$ cat config.mk
export PLATFORM = sky130hd
export DESIGN_NAME = pong_game_ctrl_flat
export DESIGN_NICKNAME = d
export VERILOG_FILES = /design/src/rtl/pong_game_if.sv /design/src/rtl/pong_game_ctrl.sv /design/src/flat_wrapper.sv
export SDC_FILE = /design/constraint.sdc
export NUM_CORES = 1
export LEC_CHECK = 0
export ABC_AREA = 1
export BUFFER_PORTS_ARGS = -buffer_cell sky130_fd_sc_hd__buf_4
export CAP_MARGIN = 10
export CORE_ASPECT_RATIO = 0.7
export CORE_MARGIN = 5
export CORE_UTILIZATION = 40
export DETAILED_ROUTE_END_ITERATION = 8
export HOLD_SLACK_MARGIN = 0.05
export PLACE_DENSITY = 0.62
export REMOVE_ABC_BUFFERS = 1
export SYNTH_ARGS = -nofsm -noshare
export SYNTH_HDL_FRONTEND = slang
export SYNTH_SLANG_ARGS = --single-unit
$ cat constraint.sdc
create_clock -name clock -period 4.18 [get_ports clock]
set_input_delay 0.418 -clock clock [delete_from_list [all_inputs] [get_ports clock]]
set_output_delay 0.418 -clock clock [all_outputs]
set_load 0.02 [all_outputs]
$ cat src/rtl/pong_game_if.sv
// Pong sequencer port bundle: inputs from the debounced buttons and frame timing,
// plus the registered position and score outputs read by the pixel generator.
interface pong_game_if;
  logic       frame_tick;
  logic       btn_up;
  logic       btn_down;
  logic       start;
  logic [9:0] paddle_y;
  logic [9:0] ball_x;
  logic [9:0] ball_y;
  logic [7:0] hit_count;
  logic [1:0] lives;
  logic [1:0] game_st;
  logic       game_over;

  modport slave (
    input  frame_tick, btn_up, btn_down, start,
    output paddle_y, ball_x, ball_y, hit_count, lives, game_st, game_over
  );

  modport master (
    output frame_tick, btn_up, btn_down, start,
    input  paddle_y, ball_x, ball_y, hit_count, lives, game_st, game_over
  );
endinterface

$ cat src/rtl/pong_game_ctrl.sv
// Per-frame Pong sequencer: moves paddle and ball on each frame tick, resolves
// wall/paddle collisions, counts hits and lives, and runs the game flow.
//
// state    | meaning
// ---------+---------------------------------------------------------
// ST_IDLE  | power-up, nothing moves, waiting for start
// ST_SERVE | ball held at centre, paddle live, counting serve frames
// ST_PLAY  | paddle and ball move every frame tick
// ST_OVER  | lives exhausted, everything frozen until start
module pong_game_ctrl #(
  parameter int H_RES        = 640,
  parameter int V_RES        = 480,
  parameter int WALL_X       = 32,
  parameter int PADDLE_X     = 600,
  parameter int PADDLE_W     = 4,
  parameter int PADDLE_H     = 72,
  parameter int BALL_SIZE    = 8,
  parameter int PADDLE_STEP  = 4,
  parameter int BALL_SPEED   = 2,
  parameter int LIVES        = 3,
  parameter int SERVE_FRAMES = 60
) (
  input  logic         clock,
  input  logic         reset,
  pong_game_if.slave   gif
);

  typedef enum logic [1:0] {
    ST_IDLE  = 2'd0,
    ST_SERVE = 2'd1,
    ST_PLAY  = 2'd2,
    ST_OVER  = 2'd3
  } state_t;

  localparam int CW = $clog2(SERVE_FRAMES + 1);

  localparam logic [9:0] PADDLE_RST = 10'((V_RES - PADDLE_H) / 2);
  localparam logic [9:0] PADDLE_MAX = 10'(V_RES - PADDLE_H);
  localparam logic [9:0] PSTEP      = 10'(PADDLE_STEP);
  localparam logic [9:0] BALL_X0    = 10'((H_RES - BALL_SIZE) / 2);
  localparam logic [9:0] BALL_Y0    = 10'((V_RES - BALL_SIZE) / 2);
  localparam logic [9:0] BOTTOM10   = 10'(V_RES - BALL_SIZE);
  localparam logic [9:0] WALL10     = 10'(WALL_X);
  localparam logic [9:0] HIT_X10    = 10'(PADDLE_X - BALL_SIZE);

  localparam logic signed [10:0] S_SPEED  = 11'(BALL_SPEED);
  localparam logic signed [10:0] S_BALL   = 11'(BALL_SIZE);
  localparam logic signed [10:0] S_WALL   = 11'(WALL_X);
  localparam logic signed [10:0] S_BOTTOM = 11'(V_RES - BALL_SIZE);
  localparam logic signed [10:0] S_RIGHT  = 11'(H_RES - BALL_SIZE);
  localparam logic signed [10:0] S_PX     = 11'(PADDLE_X);
  localparam logic signed [10:0] S_PXW    = 11'(PADDLE_X + PADDLE_W);
  localparam logic signed [10:0] S_PH     = 11'(PADDLE_H);

  state_t          state_q, state_d;
  logic [9:0]      paddle_q, paddle_d, paddle_nx;
  logic [9:0]      ball_x_q, ball_x_d, ball_y_q, ball_y_d;
  logic            dx_neg_q, dx_neg_d, dy_neg_q, dy_neg_d;
  logic [7:0]      hit_q, hit_d;
  logic [1:0]      lives_q, lives_d;
  logic [CW-1:0]   serve_cnt_q, serve_cnt_d;
  logic            game_over_q;

  logic signed [10:0] bx_step, by_step, py_s;
  logic [9:0]         bx_res, by_res;
  logic               dx_res, dy_res, paddle_hit, miss;

  always_ff @(posedge clock) begin
    if (!reset) begin
      state_q     <= ST_IDLE;
      paddle_q    <= PADDLE_RST;
      ball_x_q    <= BALL_X0;
      ball_y_q    <= BALL_Y0;
      dx_neg_q    <= 1'b1;
      dy_neg_q    <= 1'b0;
      hit_q       <= 8'd0;
      lives_q     <= 2'(LIVES);
      serve_cnt_q <= '0;
      game_over_q <= 1'b0;
    end else begin
      state_q     <= state_d;
      paddle_q    <= paddle_d;
      ball_x_q    <= ball_x_d;
      ball_y_q    <= ball_y_d;
      dx_neg_q    <= dx_neg_d;
      dy_neg_q    <= dy_neg_d;
      hit_q       <= hit_d;
      lives_q     <= lives_d;
      serve_cnt_q <= serve_cnt_d;
      game_over_q <= (state_d == ST_OVER);
    end
  end

  // Paddle candidate for this tick; both or neither button holds position.
  always_comb begin
    paddle_nx = paddle_q;
    if (gif.btn_up && !gif.btn_down)
      paddle_nx = (paddle_q < PSTEP) ? 10'd0 : paddle_q - PSTEP;
    else if (gif.btn_down && !gif.btn_up)
      paddle_nx = (paddle_q > PADDLE_MAX - PSTEP) ? PADDLE_MAX : paddle_q + PSTEP;
  end

  // Ball step and collision resolution, against the already-updated paddle.
  always_comb begin
    bx_step    = $signed({1'b0, ball_x_q}) + (dx_neg_q ? -S_SPEED : S_SPEED);
    by_step    = $signed({1'b0, ball_y_q}) + (dy_neg_q ? -S_SPEED : S_SPEED);
    py_s       = $signed({1'b0, paddle_nx});
    bx_res     = bx_step[9:0];
    by_res     = by_step[9:0];
    dx_res     = dx_neg_q;
    dy_res     = dy_neg_q;
    paddle_hit = 1'b0;
    miss       = 1'b0;

    if (by_step <= 11'sd0) begin
      by_res = 10'd0;
      dy_res = 1'b0;
    end else if (by_step >= S_BOTTOM) begin
      by_res = BOTTOM10;
      dy_res = 1'b1;
    end

    if (bx_step <= S_WALL) begin
      bx_res = WALL10;
      dx_res = 1'b0;
    end else if (!dx_neg_q && (bx_step + S_BALL >= S_PX) && (bx_step + S_BALL <= S_PXW)
                 && (by_step + S_BALL > py_s) && (by_step < py_s + S_PH)
                 && (by_step > 11'sd0) && (by_step < S_BOTTOM)) begin
      paddle_hit = 1'b1;
      bx_res     = HIT_X10;
      dx_res     = 1'b1;
    end else if (!dx_neg_q && (bx_step + S_BALL >= S_PX) && (bx_step + S_BALL <= S_PXW)
                 && ({1'b0, by_res} + S_BALL > py_s) && ({1'b0, by_res} < py_s + S_PH)) begin
      paddle_hit = 1'b1;
      bx_res     = HIT_X10;
      dx_res     = 1'b1;
    end else if (bx_step >= S_RIGHT) begin
      miss = 1'b1;
    end
  end

  always_comb begin
    state_d     = state_q;
    paddle_d    = paddle_q;
    ball_x_d    = ball_x_q;
    ball_y_d    = ball_y_q;
    dx_neg_d    = dx_neg_q;
    dy_neg_d    = dy_neg_q;
    hit_d       = hit_q;
    lives_d     = lives_q;
    serve_cnt_d = serve_cnt_q;

    case (state_q)
      ST_IDLE, ST_OVER: begin
        if (gif.start) begin
          state_d     = ST_SERVE;
          lives_d     = 2'(LIVES);
          hit_d       = 8'd0;
          ball_x_d    = BALL_X0;
          ball_y_d    = BALL_Y0;
          dx_neg_d    = 1'b1;
          dy_neg_d    = 1'b0;
          serve_cnt_d = '0;
        end
      end
      ST_SERVE: begin
        if (gif.frame_tick) begin
          paddle_d = paddle_nx;
          ball_x_d = BALL_X0;
          ball_y_d = BALL_Y0;
          dx_neg_d = 1'b1;
          dy_neg_d = 1'b0;
          if (serve_cnt_q == CW'(SERVE_FRAMES - 1)) begin
            state_d     = ST_PLAY;
            serve_cnt_d = '0;
          end else begin
            serve_cnt_d = serve_cnt_q + 1'b1;
          end
        end
      end
      ST_PLAY: begin
        if (gif.frame_tick) begin
          paddle_d = paddle_nx;
          ball_x_d = bx_res;
          ball_y_d = by_res;
          dx_neg_d = dx_res;
          dy_neg_d = dy_res;
          if (paddle_hit && hit_q != 8'hFF)
            hit_d = hit_q + 8'd1;
          if (miss) begin
            if (lives_q > 2'd1) begin
              lives_d     = lives_q - 2'd1;
              state_d     = ST_SERVE;
              ball_x_d    = BALL_X0;
              ball_y_d    = BALL_Y0;
              dx_neg_d    = 1'b1;
              dy_neg_d    = 1'b0;
              serve_cnt_d = '0;
            end else begin
              lives_d = 2'd0;
              state_d = ST_OVER;
            end
          end
        end
      end
      default: state_d = ST_IDLE;
    endcase
  end

  assign gif.paddle_y  = paddle_q;
  assign gif.ball_x    = ball_x_q;
  assign gif.ball_y    = ball_y_q;
  assign gif.hit_count = hit_q;
  assign gif.lives     = lives_q;
  assign gif.game_st   = state_q;
  assign gif.game_over = game_over_q;

endmodule
$ cat src/flat_wrapper.sv
// flat-port wrapper written by rule: the top's interface ports become plain ports
module pong_game_ctrl_flat 
#(
  parameter int H_RES        = 640,
  parameter int V_RES        = 480,
  parameter int WALL_X       = 32,
  parameter int PADDLE_X     = 600,
  parameter int PADDLE_W     = 4,
  parameter int PADDLE_H     = 72,
  parameter int BALL_SIZE    = 8,
  parameter int PADDLE_STEP  = 4,
  parameter int BALL_SPEED   = 2,
  parameter int LIVES        = 3,
  parameter int SERVE_FRAMES = 60
)
  (clock, reset, gif_frame_tick, gif_btn_up, gif_btn_down, gif_start, gif_paddle_y, gif_ball_x, gif_ball_y, gif_hit_count, gif_lives, gif_game_st, gif_game_over);
  pong_game_if gif_i ();
  input  logic clock;
  input  logic reset;
  input wire logic [$bits(gif_i.frame_tick)-1:0] gif_frame_tick;
  input wire logic [$bits(gif_i.btn_up)-1:0] gif_btn_up;
  input wire logic [$bits(gif_i.btn_down)-1:0] gif_btn_down;
  input wire logic [$bits(gif_i.start)-1:0] gif_start;
  output wire logic [$bits(gif_i.paddle_y)-1:0] gif_paddle_y;
  output wire logic [$bits(gif_i.ball_x)-1:0] gif_ball_x;
  output wire logic [$bits(gif_i.ball_y)-1:0] gif_ball_y;
  output wire logic [$bits(gif_i.hit_count)-1:0] gif_hit_count;
  output wire logic [$bits(gif_i.lives)-1:0] gif_lives;
  output wire logic [$bits(gif_i.game_st)-1:0] gif_game_st;
  output wire logic [$bits(gif_i.game_over)-1:0] gif_game_over;
  assign gif_i.frame_tick = gif_frame_tick;
  assign gif_i.btn_up = gif_btn_up;
  assign gif_i.btn_down = gif_btn_down;
  assign gif_i.start = gif_start;
  assign gif_paddle_y = gif_i.paddle_y;
  assign gif_ball_x = gif_i.ball_x;
  assign gif_ball_y = gif_i.ball_y;
  assign gif_hit_count = gif_i.hit_count;
  assign gif_lives = gif_i.lives;
  assign gif_game_st = gif_i.game_st;
  assign gif_game_over = gif_i.game_over;
  pong_game_ctrl #(.H_RES(H_RES), .V_RES(V_RES), .WALL_X(WALL_X), .PADDLE_X(PADDLE_X), .PADDLE_W(PADDLE_W), .PADDLE_H(PADDLE_H), .BALL_SIZE(BALL_SIZE), .PADDLE_STEP(PADDLE_STEP), .BALL_SPEED(BALL_SPEED), .LIVES(LIVES), .SERVE_FRAMES(SERVE_FRAMES)) u_core (.clock(clock), .reset(reset), .gif(gif_i));
endmodule
* Word level (Yosys, flattened, before mapping)
Index checks and enable logic that the tools add are counted.
** Storage, ports and cells
- Flip-flop bits (word level) :: 51
- Bits in latches :: 0
- RAM bits :: 0
- ROM bits :: 0
- Input bits :: 6
- Output and inout port bits :: 43
- Logic and storage cells :: 142
- Memories kept :: 0
** Operators by class
- Add/sub/neg operators :: 12
- Multipliers :: 0
- Div/mod/pow operators :: 0
- Order comparisons :: 15
- Eq/ne operators :: 12
- Shifts and indexed selects :: 0
- Multiplexer cells :: 70
- Bitwise logic cells :: 0
- Reduce and logical (&&, ||, !) cells :: 23
** Operators by type and width (count)
- 10-bit two-way mux :: 19
- 10-bit one-hot mux with 3 select lines :: 2
- 6-bit two-way mux :: 6
- 8-bit two-way mux :: 3
- 10-bit by 7-bit adder with 11-bit output, second input constant :: 2
- 11-bit adder :: 2
- 11-bit by 5-bit adder with 11-bit output, second input constant :: 2
- 11-bit >= comparator, second input constant :: 2
- 1-bit two-way mux :: 22
- 11-bit two-way mux :: 2
- 2-bit two-way mux :: 10
- 6-bit one-hot mux with 3 select lines :: 1
- 8-bit one-hot mux with 2 select lines :: 1
- 10-bit by 4-bit adder with 11-bit output, second input constant :: 1
- 11-bit by 10-bit >= comparator with 1-bit output, second input constant :: 1
- 11-bit by 1-bit > comparator with 1-bit output, second input constant :: 1
- 11-bit by 10-bit > comparator with 1-bit output :: 1
- 11-bit > comparator :: 1
- 11-bit by 1-bit <= comparator with 1-bit output, second input constant :: 1
- 11-bit <= comparator, second input constant :: 1
- 11-bit by 7-bit <= comparator with 1-bit output, second input constant :: 1
- 1-bit logical AND :: 11
- 10-bit by 11-bit < comparator with 1-bit output :: 1
- 11-bit by 10-bit < comparator with 1-bit output, second input constant :: 1
- 26 further kinds :: 37

* Depth between registers and ports, before layout
Gate-level depths: netlist (run 1).
- Depth in word-level cells :: 16
- Mapped depth :: 36
- Gate-level depth less buffers :: 36

* Worst setup path before layout (run 1)
Ideal clock, no wire load.
- Kind :: register to register
- Start :: register u_core.dy_neg_q
- End :: register u_core.ball_y_q[6], in the netlist u_core.gif.ball_y[6]
- Setup time :: 0.135 ns
- Arrival time :: 4.372 ns
- Required time :: 4.045 ns
- Slack :: -0.327 ns
- Stages on the path, launching flop included :: 37
- Buffers on the path :: 1
- Period minus slack after synthesis :: 4.507 ns
- Cell sequence :: dfxtp_1 ha_1 a21oi_1 nand2_1 xnor2_1 inv_1 ha_1 inv_1 nand2_1 nand4_1 nand2_1 nor2_1 inv_1 nand2_1 inv_1 o21ai_0 inv_1 ha_1 nand2_1 inv_1 nor3_1 o21ai_0 nand3_1 nand2_1 nand2_1 nand2_1 nand3_1 nand2_1 nand2_2 nand3_4 nand2_2 nand2_2 nand2_4 nor2_4 inv_2 buf_6 o211ai_1
** Between the ends
- Longest elaborated chain between the ends :: 15
- Elaborated cells between the ends (all ways) :: 27
- Classes of those cells :: 3 x add/sub; 8 x order compare; 10 x mux; 6 x reduce/logical
** RTL lines
- start, declared :: RTL line pong_game_ctrl.sv:58 : logic dx_neg_q, dx_neg_d, dy_neg_q, dy_neg_d;
- start signal, assigned :: RTL line pong_game_ctrl.sv:86 : dy_neg_q <= dy_neg_d;
- 11-bit two-way mux (*) :: RTL line pong_game_ctrl.sv:106 : by_step = $signed({1'b0, ball_y_q}) + (dy_neg_q ? -S_SPEED : S_SPEED);
- 11-bit adder (*) :: RTL line pong_game_ctrl.sv:106
- 11-bit by 10-bit >= comparator with 1-bit output :: RTL line pong_game_ctrl.sv:118 : end else if (by_step >= S_BOTTOM) begin
- 10-bit two-way mux :: RTL line pong_game_ctrl.sv:118
- 10-bit two-way mux :: RTL line pong_game_ctrl.sv:115 : if (by_step <= 11'sd0) begin
- 10-bit by 4-bit adder with 11-bit output :: RTL line pong_game_ctrl.sv:133 : && ({1'b0, by_res} + S_BALL > py_s) && ({1'b0, by_res} < py_s + S_PH)) begin
- 11-bit by 10-bit > comparator with 1-bit output :: RTL line pong_game_ctrl.sv:133
- 1-bit logical AND (2 in series) :: RTL line pong_game_ctrl.sv:133
- 1-bit two-way mux :: RTL line pong_game_ctrl.sv:132 : end else if (!dx_neg_q && (bx_step + S_BALL >= S_PX) && (bx_step + S_BALL <= S_PXW)
- 1-bit two-way mux :: RTL line pong_game_ctrl.sv:126 : end else if (!dx_neg_q && (bx_step + S_BALL >= S_PX) && (bx_step + S_BALL <= S_PXW)
- 1-bit two-way mux :: RTL line pong_game_ctrl.sv:123 : if (bx_step <= S_WALL) begin
- 10-bit two-way mux (*) :: RTL line pong_game_ctrl.sv:190 : if (miss) begin
- 10-bit two-way mux (*) :: RTL line pong_game_ctrl.sv:182 : if (gif.frame_tick) begin
- 10-bit one-hot mux with 3 select lines (*) :: RTL line pong_game_ctrl.sv:153 : case (state_q)
- end signal, assigned :: RTL line pong_game_ctrl.sv:84 : ball_y_q <= ball_y_d;
- end, declared :: RTL line pong_game_ctrl.sv:57 : logic [9:0] ball_x_q, ball_x_d, ball_y_q, ball_y_d;
Mark *: on every way between the ends. The rest lies on a longest branch, timed or not. The select of a mux whose other input is x is not followed.
A chain may end at the register's enable or synchronous reset.

* Worst setup path after layout (run 1)
- Start :: register u_core.dy_neg_q
- End :: register u_core.ball_x_q[0], in the netlist u_core.gif.ball_x[0]
** Between the ends
- Longest elaborated chain between the ends :: 16
- Elaborated cells between the ends (all ways) :: 30
- Classes of those cells :: 3 x add/sub; 8 x order compare; 13 x mux; 6 x reduce/logical
** RTL lines
- 11-bit two-way mux (*) :: RTL line pong_game_ctrl.sv:106
- 11-bit adder (*) :: RTL line pong_game_ctrl.sv:106
- 11-bit by 10-bit >= comparator with 1-bit output :: RTL line pong_game_ctrl.sv:118
- 10-bit two-way mux :: RTL line pong_game_ctrl.sv:118
- 10-bit two-way mux :: RTL line pong_game_ctrl.sv:115
- 10-bit by 4-bit adder with 11-bit output :: RTL line pong_game_ctrl.sv:133
- 11-bit by 10-bit > comparator with 1-bit output :: RTL line pong_game_ctrl.sv:133
- 1-bit logical AND (2 in series) :: RTL line pong_game_ctrl.sv:133
- 10-bit two-way mux :: RTL line pong_game_ctrl.sv:132
- 10-bit two-way mux :: RTL line pong_game_ctrl.sv:126
- 10-bit two-way mux :: RTL line pong_game_ctrl.sv:123
- 10-bit two-way mux :: RTL line pong_game_ctrl.sv:191 : if (lives_q > 2'd1) begin
- 10-bit two-way mux (*) :: RTL line pong_game_ctrl.sv:190
- 10-bit two-way mux (*) :: RTL line pong_game_ctrl.sv:182
- 10-bit one-hot mux with 3 select lines (*) :: RTL line pong_game_ctrl.sv:153
- end signal, assigned :: RTL line pong_game_ctrl.sv:83 : ball_x_q <= ball_x_d;
- end, declared :: RTL line pong_game_ctrl.sv:57
Marked as above.

==> results of run 1 <==
[worst paths after layout]
path,start,to
max,u_core.dy_neg_q,u_core.gif.ball_x[0]
min,gif_start,u_core.gif.game_over
max reg2reg,u_core.dy_neg_q,u_core.gif.ball_x[0]
min reg2reg,u_core.serve_cnt_q[1],u_core.serve_cnt_q[1]
[worst reg2reg max path: cells and delay by family, from the launching register on]
| kind | cells | cell delay, ps |
|---|---|---|
| compound gates | 3 | 640 |
| fa+ha+maj | 2 | 520 |
| simple gates | 13 | 1230 |
| flops | 1 | 370 |
| xor+xnor | 2 | 330 |
| buf+inv | 11 | 1290 |
[timing repair]
action	in CTS	in global routing
resized for setup	75	49
buffers inserted	21	7
cloned	2	0
endpoints found under the setup margin	40	40
pin swaps	29	34
[cell usage in the layout (no fill, tap or decap), drive strengths merged, types with 24 or more instances in the layout]
cell type and n:
buf 190, nand3 75, o21ai 38, inv 131, ha 64, nor2 76, dfxtp 51, xor2 24
nand2 233, a21oi 73
[state kept, by name (all words and copies together), names as in the netlist]
register / cells
u_core.serve_cnt_q: 6
u_core.gif.ball_y: 10
u_core.dy_neg_q: 1
u_core.gif.lives: 2
u_core.gif.paddle_y: 10
u_core.gif.game_over: 1
u_core.gif.game_st: 2
u_core.gif.ball_x: 10
u_core.dx_neg_q: 1
u_core.gif.hit_count: 8
[metal layers]
| layer | vias to the layer above | GRT usage, % |
|---|---|---|
| li1 | 3174 | - |
| met1 | 2730 | 33.8 |
| met2 | 155 | 30.1 |
| met3 | 11 | 4.82 |
| met4 | 0 | 2.97 |
| met5 | - | 0 |
[power by group]
part / internal (W) / total [W] / switching, W
clock: 0.000223 / 0.000433 / 0.000210
combinational: 0.000379 / 0.000991 / 0.000612
sequential: 0.000507 / 0.000535 / 0.0000281
[final cells by class]
| class | instances | area, um2 | area share [%] |
|---|---|---|---|
| Multi-Input combinational cell | 660 | 4230 | 55.8 |
| Timing Repair Buffer | 190 | 1450 | 19.1 |
| Sequential cell | 51 | 1030 | 13.6 |
| Inverter | 130 | 505 | 6.68 |
| Tap cell | 166 | 208 | 2.74 |
| Clock buffer | 5 | 125 | 1.65 |
| Clock inverter | 3 | 18.8 | 0.248 |
| Timing Repair inverter | 1 | 8.76 | 0.116 |
[logic make-up after synthesis]
kind of cell,count (synthesis)
and+or+nand+nor,430
buffers and inverters,144
AOI/OAI and AO/OA,134
adders and majority gates,66
DFF,51
xor gates and xnor gates,27
other,1
[stage by stage]
| stage | setup TNS (ps) | hold slack (ps) | instance area (um2) | total power (W) |
|---|---|---|---|---|
| after global routing | -16840 | 415 | 7570 | 0.00211 |
| after global placement | -9660 | 474 | 6730 | 0.00144 |
| after detailed placement | -13800 | 478 | 6730 | 0.00145 |
| final | -6940 | 402 | 7570 | 0.00196 |
| after floorplan | -9850 | 459 | 5300 | 0.00115 |
| after CTS | -2010 | 399 | 7320 | 0.00193 |
==> out/summary.json, run 1 <==
{
  "holdCritPathClass": {"value": "input pin to flip-flop"},
  "post_synth_xor_area_fraction": {"value": 4.89, "unit": "%"},
  "area_share_of_the_largest_cell_type_after_synthesis": {"value": 19.0, "unit": "%"},
  "post_synth_main_area_contributors": {"value": "sky130_fd_sc_hd__dfxtp_1 19%, sky130_fd_sc_hd__nand2_1 16%, sky130_fd_sc_hd__ha_1 15%"},
  "synth_largest_area_cell": {"value": "sky130_fd_sc_hd__dfxtp_1"},
  "cp.buffers_inverters": {"value": 11},
  "antenna_found_initial": {"value": 0},
  "clkSlewWorstSetupHoldPaths": {"value": 70, "unit": "ps"},
  "num_rows": {"value": 35},
  "wl_met1": {"value": 8940, "unit": "um"},
  "worstSetupEndpointType": {"value": "flip-flop"},
  "timing.max_cap.violations": {"value": 0},
  "netlist_instances": {"value": 853},
  "reg2regPathDepth": {"value": 31},
  "cts_tree": {"value": "done"},
  "globalRouteTotalUtil": {"value": 21.5, "unit": "%"},
  "num-fill-cells": {"value": 1277},
  "synth_top_family_by_area": {"value": "simple AND/OR/NAND/NOR gates"},
  "finalCriticalPeriod": {"value": 4450, "unit": "ps"},
  "post_synth_most_frequent_cells": {"value": "223 x sky130_fd_sc_hd__nand2_1, 122 x sky130_fd_sc_hd__inv_1, 73 x sky130_fd_sc_hd__nor2_1, 71 x sky130_fd_sc_hd__nand3_1, 69 x sky130_fd_sc_hd__a21oi_1"},
  "worst_skew_pair.late_latency": {"value": 310, "unit": "ps"},
  "number_of_global_route_vias_before_repair": {"value": 5668},
  "maxSlewHeadroom": {"value": 52.4, "unit": "%"},
  "drt_wl_total": {"value": 17200, "unit": "um"},
  "grt_setup_unrepaired": {"value": "yes"},
  "place_inst": {"value": 1169},
  "overflow": {"value": 0},
  "synth_enable_flop_cells": {"value": 0},
  "finish.net_count": {"value": 1111},
  "detailedPlace.worstSlack": {"value": -464, "unit": "ps"},
  "topRoutingLayerUsed": {"value": "met4"},
  "logic_depth_of_the_worst_setup_path_including_buffers": {"value": 31},
  "clock_skew": {"value": 3.45, "unit": "ps"},
  "die_w": {"value": 148, "unit": "um"},
  "complex_gate_fraction_of_the_synthesized_area": {"value": 14.1, "unit": "%"},
  "final.period_utilization": {"value": 106, "unit": "%"},
  "irDropWorstVdd": {"value": 0.000203, "unit": "V"},
  "rrSetupSlack": {"value": -270, "unit": "ps"},
  "stdcell_count": {"value": 1206},
  "clock_path_buffers": {"value": 2},
  "cts_made_buffers": {"value": 5},
  "dpl.hpwl": {"value": 13000, "unit": "um"},
  "timing.critical_path.fanout_max": {"value": 5},
  "clock_net_sink_count": {"value": 51},
  "route.antenna.remaining_nets": {"value": 0},
  "area.growth.synth_to_final": {"value": 41.0, "unit": "%"},
  "power.density": {"value": 259, "unit": "mW/mm2"},
  "status": {"value": "finished, violations left"},
  "synth.yosys.warnings": {"value": 0},
  "h_tree_lvl_count": {"value": 2},
  "die_area": {"value": 0.0159, "unit": "mm2"},
  "synthMostInstantiatedCell": {"value": "sky130_fd_sc_hd__nand2_1"},
  "hold_buffers": {"value": 0},
  "first_iter_violations": {"value": 385},
  "synthFlopType": {"value": "sky130_fd_sc_hd__dfxtp_1"},
  "drcViolationCount": {"value": 0},
  "finalHoldViolCount": {"value": 0},
  "async_flop_share": {"value": 0, "unit": "%"},
  "grt_start_max_net_pins": {"value": 24},
  "synth.avg_cell_area": {"value": 6.29, "unit": "um2"},
  "grt_first_pass_wirelength": {"value": 28000, "unit": "um"},
  "worst_ep_required_time": {"value": 4410, "unit": "ps"},
  "floorplan.die.height": {"value": 107, "unit": "um"},
  "met3WireLength": {"value": 1300, "unit": "um"},
  "post_synth_num_cell_types": {"value": 46},
  "violations": {"value": "negative setup slack"},
  "synth.yosys.seq_area_share": {"value": 19.0, "unit": "%"},
  "cpMaxStageDelayCell": {"value": "sky130_fd_sc_hd__dfxtp_4"},
  "synth.mux.area_fraction": {"value": 0, "unit": "%"},
  "path_class": {"value": "flip-flop to flip-flop"},
  "numPortBuffers": {"value": 48},
  "setup_slack": {"value": -268, "unit": "ps"},
  "final_layout_size_suffix_gt1_share": {"value": 30.4, "unit": "%"},
  "startpoint_type": {"value": "flip-flop"},
  "fmaxAchievable": {"value": 225, "unit": "MHz"},
  "routedWlPerCell": {"value": 14.3, "unit": "um"},
  "post_drt_via_cell_ratio": {"value": 5.03},
  "timing.final.max_slew_violations": {"value": 0},
  "setup_viol_count_final": {"value": 38},
  "floorplan.core_area": {"value": 0.0131, "unit": "mm2"},
  "post_synth_and_or_nand_nor_area_fraction": {"value": 35.8, "unit": "%"},
  "routed-wl-met2": {"value": 6900, "unit": "um"},
  "synth_seq_cells": {"value": 51},
  "drt_pre_antenna_iters": {"value": 5},
  "number_of_cells_traversed_by_the_worst_hold_path": {"value": 4},
  "leakage_power_summed_over_all_cells": {"value": 3.80, "unit": "nW"},
  "arrival_time_worst_endpoint": {"value": 4680, "unit": "ps"},
  "place_congestion": {"value": 0.928},
  "vias": {"value": 6070},
  "root_buffer": {"value": "sky130_fd_sc_hd__clkbuf_16"},
  "critical_path.max_stage_delay": {"value": 370, "unit": "ps"},
  "cp_top_family": {"value": "buffers and inverters"},
  "final_core_utilization": {"value": 57.6, "unit": "%"},
  "max_slew.worst_pin.slew": {"value": 707, "unit": "ps"},
  "synth-adder-area-share": {"value": 15.7, "unit": "%"},
  "crit_path_frequent_cell": {"value": "sky130_fd_sc_hd__buf_4"},
  "io-pin-count": {"value": 49},
  "antenna-diode-count": {"value": 0},
  "initial_utilization": {"value": 40.9, "unit": "%"},
  "synthesis.area": {"value": 0.00537, "unit": "mm2"}
}
Note: power is estimated with default switching activity, not from simulation.
==> run 2, diff against run 1 <==
--- a/config.mk
+++ b/config.mk
@@ -10,10 +10,10 @@
 export CAP_MARGIN = 10
 export CORE_ASPECT_RATIO = 0.7
 export CORE_MARGIN = 5
-export CORE_UTILIZATION = 40
+export CORE_UTILIZATION = 55
 export DETAILED_ROUTE_END_ITERATION = 8
 export HOLD_SLACK_MARGIN = 0.05
-export PLACE_DENSITY = 0.62
+export PLACE_DENSITY = 0.8
 export REMOVE_ABC_BUFFERS = 1
 export SYNTH_ARGS = -nofsm -noshare
 export SYNTH_HDL_FRONTEND = slang
==> run 2 against run 1 <==
  * The run still ends with negative setup slack left
  * Design area decreased by 3.2%
  * Via count grew 8.1%
  * Flip-flop and latch count did not move
  * Critical path depth increased by 1
  * Clock skew rose by 3.6 ps
  * Critical endpoint is now u_core.serve_cnt_q[2]
  * Worst hold slack improved by 29 ps
  * Largest power group unchanged
  * Critical path type unchanged
  * Clock power is 13% higher
  * Die area is 25% lower
  * Clock-buffer cell count grew 1
  * Non-clock buffer count down 21
  * Sequential power about the same
  * Sequential share of layout area up 0.44 points
==> out/summary.json, run 2 (same netlist as run 1, synthesis figures left out) <==
{
  "status": {"value": "finished, violations left"},
  "violations": {"value": "negative setup slack"},
  "clock_net_sink_count": {"value": 51},
  "power.share.clock": {"value": 23.7, "unit": "%"},
  "cts_made_buffers": {"value": 5},
  "route.antenna.remaining_nets": {"value": 0},
  "num-fill-cells": {"value": 698},
  "globalRouteTotalUtil": {"value": 29.9, "unit": "%"},
  "final.period_utilization": {"value": 111, "unit": "%"},
  "timing.max_cap.violations": {"value": 0},
  "finalHoldViolCount": {"value": 0},
  "drt_wl_total": {"value": 19100, "unit": "um"},
  "grt_first_pass_wirelength": {"value": 29200, "unit": "um"},
  "final_layout_size_suffix_gt1_share": {"value": 28.2, "unit": "%"},
  "critical_path.max_stage_delay": {"value": 380, "unit": "ps"},
  "grt_setup_unrepaired": {"value": "yes"},
  "drcViolationCount": {"value": 0},
  "combPwrFrac": {"value": 50.3, "unit": "%"},
  "maxSlewHeadroom": {"value": 49.9, "unit": "%"},
  "p_sw": {"value": 0.000891, "unit": "W"},
  "die_area": {"value": 0.0119, "unit": "mm2"},
  "worstSetupEndpointType": {"value": "flip-flop"},
  "hold_buffers": {"value": 0},
  "root_buffer": {"value": "sky130_fd_sc_hd__clkbuf_16"},
  "floorplan.core_area": {"value": 0.00961, "unit": "mm2"},
  "max_slew.worst_pin.slew": {"value": 744, "unit": "ps"},
  "cts_tree": {"value": "done"},
  "sw_frac_of_total": {"value": 43.2, "unit": "%"},
  "dpl.hpwl": {"value": 12900, "unit": "um"},
  "finish.net_count": {"value": 1089},
  "clock_skew": {"value": 7.09, "unit": "ps"},
  "timing.final.max_slew_violations": {"value": 0},
  "arrival_time_worst_endpoint": {"value": 4810, "unit": "ps"},
  "commonest_cells_after_routing_fill_and_taps_aside": {"value": "204 x sky130_fd_sc_hd__nand2_1, 161 x sky130_fd_sc_hd__buf_4, 116 x sky130_fd_sc_hd__inv_1"},
  "holdCritPathClass": {"value": "input pin to flip-flop"},
  "vias": {"value": 6563},
  "floorplan.die.height": {"value": 92.7, "unit": "um"},
  "num_rows": {"value": 30},
  "finalCriticalPeriod": {"value": 4650, "unit": "ps"},
  "startpoint_type": {"value": "flip-flop"},
  "numPortBuffers": {"value": 48},
  "routedWlPerCell": {"value": 16.7, "unit": "um"},
  "area.growth.synth_to_final": {"value": 36.5, "unit": "%"},
  "setup_tns": {"value": -14820, "unit": "ps"},
  "grt_start_max_net_pins": {"value": 25},
  "seq_power_share": {"value": 26.0, "unit": "%"},
  "antenna-diode-count": {"value": 0},
  "initial_utilization": {"value": 55.9, "unit": "%"},
  "overflow": {"value": 0},
  "io-pin-count": {"value": 49},
  "p_int": {"value": 0.00117, "unit": "W"},
  "post_drt_via_cell_ratio": {"value": 5.73},
  "drt_pre_antenna_iters": {"value": 7},
  "worst_ep_required_time": {"value": 4340, "unit": "ps"},
  "leading_cell_type_in_the_layout_fill_and_taps_excluded": {"value": "sky130_fd_sc_hd__nand2_1"},
  "crit_path_frequent_cell": {"value": "sky130_fd_sc_hd__nand2_2"},
  "die_w": {"value": 128, "unit": "um"},
  "whs": {"value": 431, "unit": "ps"},
  "worst_skew_pair.late_latency": {"value": 300, "unit": "ps"},
  "leakage_power_summed_over_all_cells": {"value": 3.72, "unit": "nW"},
  "path_class": {"value": "flip-flop to flip-flop"},
  "number_of_global_route_vias_before_repair": {"value": 5890},
  "setup_slack": {"value": -474, "unit": "ps"},
  "antenna_found_initial": {"value": 1},
  "clock_path_buffers": {"value": 2},
  "irDropWorstVdd": {"value": 0.000200, "unit": "V"},
  "total_power": {"value": 0.00206, "unit": "W"},
  "clkSlewWorstSetupHoldPaths": {"value": 80, "unit": "ps"},
  "timing.critical_path.fanout_max": {"value": 16},
  "cpMaxStageDelayCell": {"value": "sky130_fd_sc_hd__dfxtp_4"},
  "first_iter_violations": {"value": 650},
  "setup_viol_count_final": {"value": 40},
  "place_congestion": {"value": 0.976},
  "fmaxAchievable": {"value": 215, "unit": "MHz"},
  "power.density": {"value": 281, "unit": "mW/mm2"},
  "h_tree_lvl_count": {"value": 2}
}
run 2: metrics by stage:
| stage | utilization [%] | area, um2 | setup slack, ps | instances |
|---|---|---|---|---|
| floorplan | - | 5300 | -343 | 840 |
| global placement | 68.6 | 6590 | -258 | 1119 |
| detailed placement | 68.6 | 6590 | -468 | 1119 |
| CTS | 74.1 | 7120 | -179 | 1143 |
| global route | 76.3 | 7330 | -825 | 1146 |
| finish | 76.3 | 7330 | -474 | 1146 |
run 2: power groups by stage:
stage               clock network, W  registers (W)  logic [W]
global route                0.000508       0.000538    0.00113
detailed placement                 0       0.000543   0.000903
finish                      0.000488       0.000535    0.00104
CTS                         0.000483       0.000534   0.000953
global placement                   0       0.000543   0.000884
floorplan                          0       0.000566   0.000586
run 2: timing repair:
| action | 4_1_cts | 5_1_grt |
|---|---|---|
| cloned | 1 | 0 |
| setup endpoints to repair | 40 | 40 |
| pin swaps | 24 | 29 |
| gates resized for setup | 66 | 44 |
| setup buffers | 15 | 3 |
run 2: cell type report:
| type | count | area, um2 | area share [%] |
|---|---|---|---|
| Sequential cell | 51 | 1030 | 14.0 |
| Clock buffer | 6 | 129 | 1.76 |
| Timing Repair Buffer | 169 | 1300 | 17.7 |
| Tap cell | 128 | 160 | 2.19 |
| Multi-Input combinational cell | 660 | 4180 | 57.0 |
| Inverter | 130 | 498 | 6.80 |
| Clock inverter | 2 | 38.8 | 0.529 |
run 2: final timing paths:
check | startpoint | to | slack [ps] | depth (start not counted)
max | u_core.dy_neg_q | u_core.serve_cnt_q[2] | -470 | 32
min reg2reg | u_core.gif.ball_x[9] | u_core.gif.ball_x[9] | 490 | 2
max reg2reg | u_core.dy_neg_q | u_core.serve_cnt_q[2] | -470 | 32
min | reset | u_core.gif.paddle_y[0] | 430 | 2
run 2: critical path: cells and delay by family (launching register included):
family          cells  cell delay [ps]
buf+inv             7              940
simple gates       19             1970
flops               1              380
xor+xnor            1              160
fa+ha+maj           2              580
compound gates      3              500
run 2: routing by layer:
| layer | GRT usage, % | share of wire (%) |
|---|---|---|
| met3 | 6.40 | 11 |
| met1 | 44.6 | 43 |
| met5 | 0 | 0.068 |
| met4 | 6.45 | 2.5 |
| met2 | 44.0 | 44 |
==> run 3, diff against run 2 <==
--- a/config.mk
+++ b/config.mk
@@ -10,10 +10,11 @@
 export CAP_MARGIN = 10
 export CORE_ASPECT_RATIO = 0.7
 export CORE_MARGIN = 5
-export CORE_UTILIZATION = 55
+export CORE_UTILIZATION = 60
+export CTS_BUF_LIST = sky130_fd_sc_hd__clkbuf_8
 export DETAILED_ROUTE_END_ITERATION = 8
 export HOLD_SLACK_MARGIN = 0.05
-export PLACE_DENSITY = 0.8
+export PLACE_DENSITY = 0.82
 export REMOVE_ABC_BUFFERS = 1
 export SYNTH_ARGS = -nofsm -noshare
 export SYNTH_HDL_FRONTEND = slang
==> constraint.sdc (replaced) <==
create_clock -name clock -period 4.7 [get_ports clock]
set_input_delay 0.47 -clock clock [delete_from_list [all_inputs] [get_ports clock]]
set_output_delay 0.47 -clock clock [all_outputs]
set_load 0.02 [all_outputs]
==> run 3 against run 2 <==
  * The flow now finishes without violations
  * Cell count decreased by 7.0%
  * Sequential share of layout area increased by 1.6 points
  * Die area decreased by 7.6%
  * Via count decreased by 8.0%
  * Power decreased by 23%
  * Setup slack improved by 550 ps
  * Clock power decreased by 42%
  * Register-to-register slack improved by 550 ps
  * Design area decreased by 11%
  * Worst hold slack got worse by 1.4 ps
  * Clock-buffer cell count decreased by 1
  * Critical endpoint is now u_core.serve_cnt_q[5]
  * Largest cell class unchanged
==> out/summary.json, run 3 (same netlist as run 1, synthesis figures left out) <==
{
  "place_congestion": {"value": 1.00},
  "antenna-diode-count": {"value": 0},
  "route.antenna.remaining_nets": {"value": 0},
  "leakage_power_summed_over_all_cells": {"value": 3.32, "unit": "nW"},
  "timing.critical_path.fanout_max": {"value": 6},
  "path_class": {"value": "flip-flop to flip-flop"},
  "floorplan.die.height": {"value": 89.1, "unit": "um"},
  "final_layout_size_suffix_gt1_share": {"value": 19.2, "unit": "%"},
  "clock_net_sink_count": {"value": 51},
  "holdCritPathClass": {"value": "input pin to flip-flop"},
  "cts_tree": {"value": "done"},
  "irDropWorstVdd": {"value": 0.000189, "unit": "V"},
  "root_buffer": {"value": "sky130_fd_sc_hd__clkbuf_8"},
  "stdcell_count": {"value": 1066},
  "critical_path.max_stage_delay": {"value": 400, "unit": "ps"},
  "worst_ep_required_time": {"value": 4930, "unit": "ps"},
  "timing.max_cap.violations": {"value": 0},
  "max_slew.worst_pin.slew": {"value": 860, "unit": "ps"},
  "drcViolationCount": {"value": 0},
  "power.density": {"value": 241, "unit": "mW/mm2"},
  "setup_viol_count_final": {"value": 0},
  "cp.buffers_inverters": {"value": 7},
  "cpMaxStageDelayCell": {"value": "sky130_fd_sc_hd__dfxtp_4"},
  "placed_area": {"value": 0.00611, "unit": "mm2"},
  "worstSetupEndpointType": {"value": "flip-flop"},
  "routedWlPerCell": {"value": 15.5, "unit": "um"},
  "numPortBuffers": {"value": 48},
  "fmaxAchievable": {"value": 216, "unit": "MHz"},
  "hold_buffers": {"value": 0},
  "post_drt_via_cell_ratio": {"value": 5.67},
  "first_iter_violations": {"value": 550},
  "die_w": {"value": 123, "unit": "um"},
  "setup_tns": {"value": 0, "unit": "ps"},
  "clkSlewWorstSetupHoldPaths": {"value": 120, "unit": "ps"},
  "startpoint_type": {"value": "flip-flop"},
  "finalCriticalPeriod": {"value": 4620, "unit": "ps"},
  "io-pin-count": {"value": 49},
  "clock_path_buffers": {"value": 2},
  "final.period_utilization": {"value": 98.3, "unit": "%"},
  "globalRouteTotalUtil": {"value": 28.8, "unit": "%"},
  "grt_start_max_net_pins": {"value": 26},
  "leading_cell_type_in_the_layout_fill_and_taps_excluded": {"value": "sky130_fd_sc_hd__nand2_1"},
  "num_rows": {"value": 28},
  "finish.net_count": {"value": 1017},
  "vias": {"value": 6041},
  "status": {"value": "completed"},
  "drt_wl_total": {"value": 16500, "unit": "um"},
  "whs": {"value": 430, "unit": "ps"},
  "cts_made_buffers": {"value": 5},
  "overflow": {"value": 0},
  "cp_top_family": {"value": "simple AND/OR/NAND/NOR gates"},
  "total_power": {"value": 0.00158, "unit": "W"},
  "area.growth.synth_to_final": {"value": 22.1, "unit": "%"},
  "h_tree_lvl_count": {"value": 2},
  "antenna_found_initial": {"value": 0},
  "maxSlewHeadroom": {"value": 42.6, "unit": "%"},
  "dpl.hpwl": {"value": 12700, "unit": "um"},
  "timing.final.max_slew_violations": {"value": 0},
  "drt_pre_antenna_iters": {"value": 5},
  "floorplan.core_area": {"value": 0.00858, "unit": "mm2"},
  "commonest_cells_after_routing_fill_and_taps_aside": {"value": "214 x sky130_fd_sc_hd__nand2_1, 117 x sky130_fd_sc_hd__inv_1, 96 x sky130_fd_sc_hd__buf_4"},
  "arrival_time_worst_endpoint": {"value": 4850, "unit": "ps"},
  "place_inst": {"value": 1048},
  "finalHoldViolCount": {"value": 0},
  "clock_skew": {"value": 22.5, "unit": "ps"},
  "final_design_area_no_fill": {"value": 0.00656, "unit": "mm2"},
  "number_of_global_route_vias_before_repair": {"value": 5169},
  "crit_path_frequent_cell": {"value": "sky130_fd_sc_hd__nand2_2"},
  "initial_utilization": {"value": 62.6, "unit": "%"},
  "die_area": {"value": 0.0110, "unit": "mm2"},
  "grt_first_pass_wirelength": {"value": 25300, "unit": "um"},
  "worst_skew_pair.late_latency": {"value": 340, "unit": "ps"}
}
[run 3: area by class of cell]
cell class                 instances  area, um2
clock inverter                     3       22.5
inverter                         130        498
multi-input combinational        659       4040
timing repair buffer              98        747
tap                              120        150
clock buffer                       5       68.8
fill                             697       2030
sequential                        51       1030
[run 3: path summary, 6_finish.rpt]
check                         from                    end  slack, ps  cells past startpoint
max reg2reg        u_core.dy_neg_q  u_core.serve_cnt_q[5]         80                     36
min                          reset   u_core.gif.ball_y[9]        430                      3
max                u_core.dy_neg_q  u_core.serve_cnt_q[5]         80                     36
min reg2reg  u_core.serve_cnt_q[3]  u_core.serve_cnt_q[3]        500                      2
[run 3: routing by layer]
metal | track usage [%] | part of all wire, % | up-vias
met2 | 43.7 | 42 | 307
met3 | 4.49 | 9.6 | 27
met4 | 4.22 | 1.5 | 0
met5 | 0 | 0 | -
met1 | 43.8 | 47 | 2722
li1 | - | - | 2985
[run 3: what timing repair did]
item                       in CTS  in global routing
pin swaps                       0                 16
resized for setup               5                 63
buffers inserted                0                 10
setup endpoints to repair      16                 40
[run 3: power by group]
group	internal (W)	switching [W]
Combinational	0.000294	0.000525
Sequential	0.000451	0.0000252
Clock	0.000108	0.000175
Total	0.000853	0.000726
[run 3: worst reg2reg max path, delay by kind of cell (launching register included)]
family	cells	cell delay (ps)
buf+inv	7	710
compound gates	4	300
flops	1	400
simple gates	20	1850
fa+ha+maj	3	860
xor+xnor	2	380
[run 3: stage by stage]
stage | worst slack (ps) | util [%]
finish | 79.0 | 76.4
global route | -254 | 76.4
CTS | 5.10 | 72.7
detailed placement | -59.4 | 71.2
global placement | 108 | 71.2
floorplan | 177 | -
